[config.mk]
export PLATFORM = sky130hd
export DESIGN_NAME = dmem_port_arbiter
export DESIGN_NICKNAME = d
export VERILOG_FILES = /design/src/rtl/dmem_arb_pkg.sv /design/src/rtl/dmem_port_arbiter.sv
export SDC_FILE = /design/constraint.sdc
export NUM_CORES = 1
export LEC_CHECK = 0
export BUFFER_PORTS_ARGS = -buffer_cell sky130_fd_sc_hd__clkbuf_2
export CORE_AREA = 2 2 91 93
export DETAILED_ROUTE_END_ITERATION = 8
export DIE_AREA = 0 0 93 95
export HOLD_SLACK_MARGIN = 0.15
export PLACE_DENSITY_LB_ADDON = 0.2
export REMOVE_ABC_BUFFERS = 1
export SLEW_MARGIN = 0
export SYNTH_ARGS = -nofsm -noshare
export SYNTH_HDL_FRONTEND = slang
export SYNTH_SLANG_ARGS = --single-unit
[constraint.sdc]
create_clock -name clk -period 3.7 [get_ports clk]
set_input_delay 0.555 -clock clk [delete_from_list [all_inputs] [get_ports clk]]
set_output_delay 0.555 -clock clk [all_outputs]
set_load 0.05 [all_outputs]
[src/rtl/dmem_arb_pkg.sv]
// Shared types for the data-memory port arbiter.
// Holds the state encoding and the legal BRAM read-latency range.
package dmem_arb_pkg;

  typedef enum logic [1:0] {
    ST_IDLE,
    ST_RD_WAIT,
    ST_RESP,
    ST_LOAD
  } arb_state_t;

  localparam int RD_LAT_MIN = 1;
  localparam int RD_LAT_MAX = 3;

endpackage

[src/rtl/dmem_port_arbiter.sv]
// Data-memory BRAM port owner: CPU load/store vs UART loader.
// Stalls the single-cycle CPU across BRAM read latency and loader mode.
module dmem_port_arbiter
  import dmem_arb_pkg::*;
#(
  parameter int ADDR_W = 14,
  parameter int DATA_W = 32,
  parameter int RD_LAT = 1
) (
  input  logic              clk,
  input  logic              rst_n,
  input  logic              cpu_rd_req,
  input  logic              cpu_wr_req,
  input  logic [31:0]       cpu_addr,
  input  logic [DATA_W-1:0] cpu_wdata,
  output logic [DATA_W-1:0] cpu_rdata,
  output logic              cpu_stall,
  output logic              err_misalign,
  input  logic              ld_mode,
  input  logic              ld_wr_req,
  input  logic [ADDR_W-1:0] ld_addr,
  input  logic [DATA_W-1:0] ld_wdata,
  output logic              ld_ack,
  output logic              mem_en,
  output logic              mem_we,
  output logic [ADDR_W-1:0] mem_addr,
  output logic [DATA_W-1:0] mem_wdata,
  input  logic [DATA_W-1:0] mem_rdata
);

  localparam int LAT =
    (RD_LAT < RD_LAT_MIN) ? RD_LAT_MIN :
    (RD_LAT > RD_LAT_MAX) ? RD_LAT_MAX : RD_LAT;
  localparam int CNT_W = $clog2(LAT + 1);

  arb_state_t       state;
  logic [CNT_W-1:0] cnt;

  logic [ADDR_W-1:0] cpu_word;
  logic              cpu_mis;
  logic              idle_wr;
  logic              idle_rd;
  logic              ld_wr;
  logic              stall_c;
  logic              unused_addr_hi;

  assign cpu_word = cpu_addr[ADDR_W+1:2];
  assign cpu_mis  = |cpu_addr[1:0];
  assign unused_addr_hi = ^cpu_addr[31:ADDR_W+2];

  // Store wins over load when both strobes are high.
  assign idle_wr = (state == ST_IDLE) && !ld_mode && cpu_wr_req;
  assign idle_rd = (state == ST_IDLE) && !ld_mode
                   && !cpu_wr_req && cpu_rd_req;
  assign ld_wr   = (state == ST_LOAD) && ld_wr_req;

  always_comb begin
    stall_c = 1'b0;
    unique case (1'b1)
      (state == ST_IDLE):    stall_c = ld_mode | idle_rd;
      (state == ST_RD_WAIT): stall_c = 1'b1;
      (state == ST_RESP):    stall_c = 1'b0;
      (state == ST_LOAD):    stall_c = 1'b1;
      default:               stall_c = 1'b0;
    endcase
  end

  assign cpu_stall = rst_n & stall_c;
  assign mem_en    = rst_n & (idle_wr | idle_rd | ld_wr);
  assign mem_we    = rst_n & (idle_wr | ld_wr);
  assign mem_addr  = (state == ST_LOAD) ? ld_addr : cpu_word;
  assign mem_wdata = (state == ST_LOAD) ? ld_wdata : cpu_wdata;

  always_ff @(posedge clk or negedge rst_n) begin
    if (!rst_n) begin
      state        <= ST_IDLE;
      cnt          <= '0;
      cpu_rdata    <= '0;
      err_misalign <= 1'b0;
      ld_ack       <= 1'b0;
    end else begin
      ld_ack <= ld_wr;
      if ((idle_wr | idle_rd) && cpu_mis)
        err_misalign <= 1'b1;
      case (state)
        ST_IDLE: begin
          if (ld_mode) begin
            state <= ST_LOAD;
          end else if (idle_rd) begin
            cnt   <= CNT_W'(LAT - 1);
            state <= ST_RD_WAIT;
          end
        end
        ST_RD_WAIT: begin
          if (cnt != '0) begin
            cnt <= cnt - 1'b1;
          end else begin
            cpu_rdata <= mem_rdata;
            state     <= ST_RESP;
          end
        end
        ST_RESP: state <= ld_mode ? ST_LOAD : ST_IDLE;
        ST_LOAD: if (!ld_mode) state <= ST_IDLE;
        default: state <= ST_IDLE;
      endcase
    end
  end

endmodule
== Yosys cells after proc, flatten, opt, wreduce, memory -nomap -nowiden ==
Cells that the tools add are included.
Storage, ports and cells
  bits in registers: 37
  output and inout port bits: 83
  logic and storage cells: 50
Operators by class
  $add $sub $neg: 1
  equality and inequality tests: 8
  muxes and demuxes: 13
  bitwise operators: 8
  reduce and logical (&&, ||, !) cells: 15
Operators by type and width (count)
  32-bit 2-to-1 mux: 1
  14-bit 2-to-1 mux: 1
  2-bit 2-to-1 mux: 5
  2-bit != test, second input constant: 4
  2-bit one-hot mux with 4 select lines: 1
  1-bit logical AND: 6
  3-bit AND reduction: 2
  2-bit equality test, second input constant: 2
  1-bit OR: 4
  1-bit one-hot mux with 2 select lines: 2
  2-bit OR reduction: 2
  1-bit bitwise AND: 3
  1-bit 2-to-1 mux: 3
  3-bit != test, second input constant: 1
  2-bit by 1-bit equality test with 1-bit output, second input constant: 1
  1-bit logical NOT: 2
  2-bit logical NOT: 1
  2-bit AND reduction: 1
  2-bit nonzero test: 1
  1-bit inverter: 1
  1-bit subtractor, second input constant: 1

== Logic depth before layout (Yosys ltp) ==
  depth in word-level cells: 7
  gate-level depth with buffers: 5

== Worst setup path before layout ==
No wires, ideal clock.
  path kind: input to output
  start point: input ld_mode
  end point: output mem_en
  data arrival time: 2.430 ns
  data required time: 3.145 ns
  path slack: 0.715 ns
  cell stages on the path: 2
  buffers on the path: 0
  path through: or2_1 -> o41ai_1
Between the ends
  cells in the longest elaborated chain, start to end: 7
Ends and longest elaborated chain
  start, declared: line dmem_port_arbiter.sv:19  | input logic ld_mode,
  1-bit logical NOT (*)
  1-bit logical AND (*): line dmem_port_arbiter.sv:52, dmem_port_arbiter.sv:53
  1-bit logical AND (2 in a row): line dmem_port_arbiter.sv:54  | && !cpu_wr_req && cpu_rd_req;
  1-bit OR (*) (2 in a row): line dmem_port_arbiter.sv:69  | assign mem_en = rst_n & (idle_wr | idle_rd | ld_wr);
  1-bit bitwise AND (*): line dmem_port_arbiter.sv:69
  end, declared: line dmem_port_arbiter.sv:24  | output logic mem_en,
Every way passes the cells marked *; elsewhere a longest branch is shown, timed or not.

== Worst setup path in the final report ==
  start point: register state[1]
  end point: output mem_wdata[25]
Between the ends
  cells in the longest elaborated chain, start to end: 2
Ends and longest elaborated chain
  start, declared: line dmem_port_arbiter.sv:36  | arb_state_t state;
  start signal, assigned: line dmem_port_arbiter.sv:102  | ST_RESP: state <= ld_mode ? ST_LOAD : ST_IDLE;
  2-bit equality test: line dmem_port_arbiter.sv:72  | assign mem_wdata = (state == ST_LOAD) ? ld_wdata : cpu_wdata;
  32-bit 2-to-1 mux: line dmem_port_arbiter.sv:72
  end, declared: line dmem_port_arbiter.sv:27  | output logic [DATA_W-1:0] mem_wdata,
No other way between the ends.

==> summary.txt <==
Power after layout -> 1.75 mW
Final period util -> 76.6%
Clock Sinks -> 36
Reg area -> 901 um^2
CORE AREA -> 7930 um^2
Clock power share -> 16.1%
WHS -> 0.185 ns
Die X -> 93 um
Flop pwr share -> 30.3%
Reg clk slew, reported paths -> 0.07 ns
Clock insertion delay at the later pin of the skew report -> 0.28 ns
Max-slew headroom -> 29.2%
Min Tclk post-route -> 2.83 ns
Final-layout fill cell count -> 791
I/O Buffers -> 214
Resized Gates After CTS -> 0
Full die area -> 8840 um^2
Dpl hpwl -> 5.21 mm
Mapped Area -> 2140 um^2
Htree depth -> 2
Area of the multi-input gates -> 1110 um^2
Final Setup Violations -> 0
Status -> finished, final reports clean
Final setup TNS -> 0 ns
Top Ports -> 231
Slew @ Worst Pin -> 1.06 ns
Worst setup path start -> state[1]
Worst vdd ir -> 0.000220 V
Hold_buf cts -> 0
Combinational Power Share -> 53.7%
Initial antenna violation count -> 0
Internal Power -> 0.934 mW
Maxcap violations -> 0
Gpl congestion -> 0.731
Post-CTS setup buffer count -> 0
Top Usage Layer GRT -> met2
Syn Area/Cell -> 14.8 um^2
Max Slew Vio Count -> 0
Detailed Route WL -> 6.31 mm
DRC violations left -> 0
CP Launch Type -> register
Met1 usage -> 17.5%
Post-synthesis sequential area ratio -> 42.0%
Largest net degree at the start of global routing -> 47
Worst endpoint required time -> 3.14 ns
Starting Density -> 27.1%
Dpl cell area -> 3240 um^2
DR iter-0 viols -> 39
Met2 Resource Use GR -> 20.4%
Syn. warnings -> 0
Worst path top cell family by delay -> simple AND/OR/NAND/NOR gates
Pwr Density -> 527 nW/um^2
Number of CTS-inserted buffers -> 5
Cells along the critical path -> nand2_2 > mux2_2 > clkbuf_2
Critical path peak fanout -> 46
Share of cells above drive strength 1 -> 84.7%
Lkg Pwr -> 1.84 nW
Die H -> 95 um
Fin area -> 3330 um^2
Crit path kind -> register to output port
Tot GR Track Use -> 12.7%
Synth Instances -> 145
Vias -> 1953
CTS tree -> done
F_max -> 353 MHz
Layout area overhead -> 55.3%
Post-DR vias/cell -> 4.21
Router iterations before antenna repair -> 4
Buf+Inv Stages, Crit Path -> 1
Grt met3 use -> 2.47%
Final nets -> 506
Num rows -> 33
WL per Instance -> 13.6 um
GRT overflow -> 0
Max stage delay cell, worst path -> nand2_2
FF-to-FF Start -> state[0]
Flops & latches, synth -> 36
Final Skew -> 0.00460 ns
CP max stage delay -> 0.81 ns
Sw Ratio -> 46.7%
Diode count -> 0
WP data arrival -> 2.28 ns
First-pass GRT wire length -> 8.91 mm
Vias in the first global route -> 1832
Crit end category -> output port
Cell variety after synth -> 20
Routed Antenna Nets -> 0
HP Class -> input port to asynchronous set/reset pin
Clock Tree Buf Depth -> 2
Hold violation count in the final report -> 0
Fin util -> 42.0%
Root Driver -> clkbuf_8
Unrepaired setup endpoints after global routing -> no
Switch Pwr -> 0.820 mW
-- stage by stage --
| stage | setup slack [ns] | std cells |
|---|---|---|
| 6_report | 0.866 | 464 |
| 5_1_grt | 0.710 | 464 |
| 4_1_cts | 0.870 | 464 |
| 3_5_place_dp | 1.18 | 456 |
| 3_3_place_gp | 1.21 | 456 |
| 2_1_floorplan | 0.715 | 135 |
-- flip-flops by register name, summed over array words and instances (netlist names) --
register,cells
cpu_rdata,32
err_misalign,1
state,2
ld_ack,1
-- routing by layer --
metal	share of wire [%]	vias to the layer above	wire length [um]
met5	0	-	0
met4	0.78	0	49
met3	6.3	4	400
met2	52	80	3250
met1	41	920	2610
li1	-	949	-
-- final cells by class --
| class | instances | area share, % |
|---|---|---|
| Sequential cell | 36 | 27.1 |
| Timing Repair Buffer | 216 | 32.6 |
| Inverter | 4 | 0.451 |
| Multi-Input combinational cell | 95 | 33.2 |
| Clock buffer | 8 | 2.71 |
| Tap cell | 105 | 3.95 |
-- kinds of logic (layout without fill, tap and decap cells) --
family                 count (synthesis)  in the layout  share of synthesized area (%)
buffers and inverters                 14            228                           6.42
muxes                                 78             78                           46.0
DFF                                   36             36                           42.0
and+or+nand+nor                       11             11                           3.50
AOI/OAI and AO/OA                      6              6                           2.04
-- worst reg2reg max path: stages, from the launching register on --
cell     delay, ns
dfrtp_1       0.49
nor2b_4       0.55
buf_4         0.44
mux2_2        0.38
-- cell usage after synthesis --
cell       n  area share (%)
mux2_2    49              26
dfrtp_1   36              42
mux2_4    29              20
buf_6      6             3.2
clkbuf_8   4             2.6
inv_1      4            0.70
nor2_1     3            0.53
o41ai_1    2            0.82
a21oi_1    1            0.23
a221oi_1   1            0.41
and3_2     1            0.35
nand2_2    1            0.29
nand2b_1   1            0.29
nand4_1    1            0.29
nor2b_4    1            0.64
nor4b_1    1            0.41
o21a_1     1            0.35
o21ai_0    1            0.23
or2_1      1            0.29
or3b_2     1            0.41
-- layout by cell type (no fill, tap or decap), drive strengths merged, types with 2 or more instances in the layout --
| cell type | instances |
|---|---|
| buf | 2 |
| clkbuf | 222 |
| dfrtp | 36 |
| inv | 4 |
| mux2 | 78 |
| nor2 | 3 |
| o41ai | 2 |
-- power groups by stage --
stage | combinational [mW] | sequential [mW] | clock, mW
after CTS | 0.949 | 0.531 | 0.297
after global routing | 0.982 | 0.541 | 0.318
after detailed placement | 0.947 | 0.536 | 0
after global placement | 0.945 | 0.534 | 0
final | 0.941 | 0.531 | 0.282
after floorplan | 0.408 | 0.835 | 0
-- path summary, 6_finish.rpt --
kind | slack, ns | end | cells past startpoint
worst max-delay path | 0.87 | mem_wdata[25] | 3
worst min-delay path | 0.18 | cpu_rdata[14] | 1
worst max register to register | 1.73 | cpu_rdata[4] | 3
worst min register to register | 0.47 | err_misalign | 2
max in group asynchronous | 2.86 | cpu_rdata[25] | 2
min in group clk | 0.47 | err_misalign | 2
No activity file was read; power rests on OpenSTA's default activity.
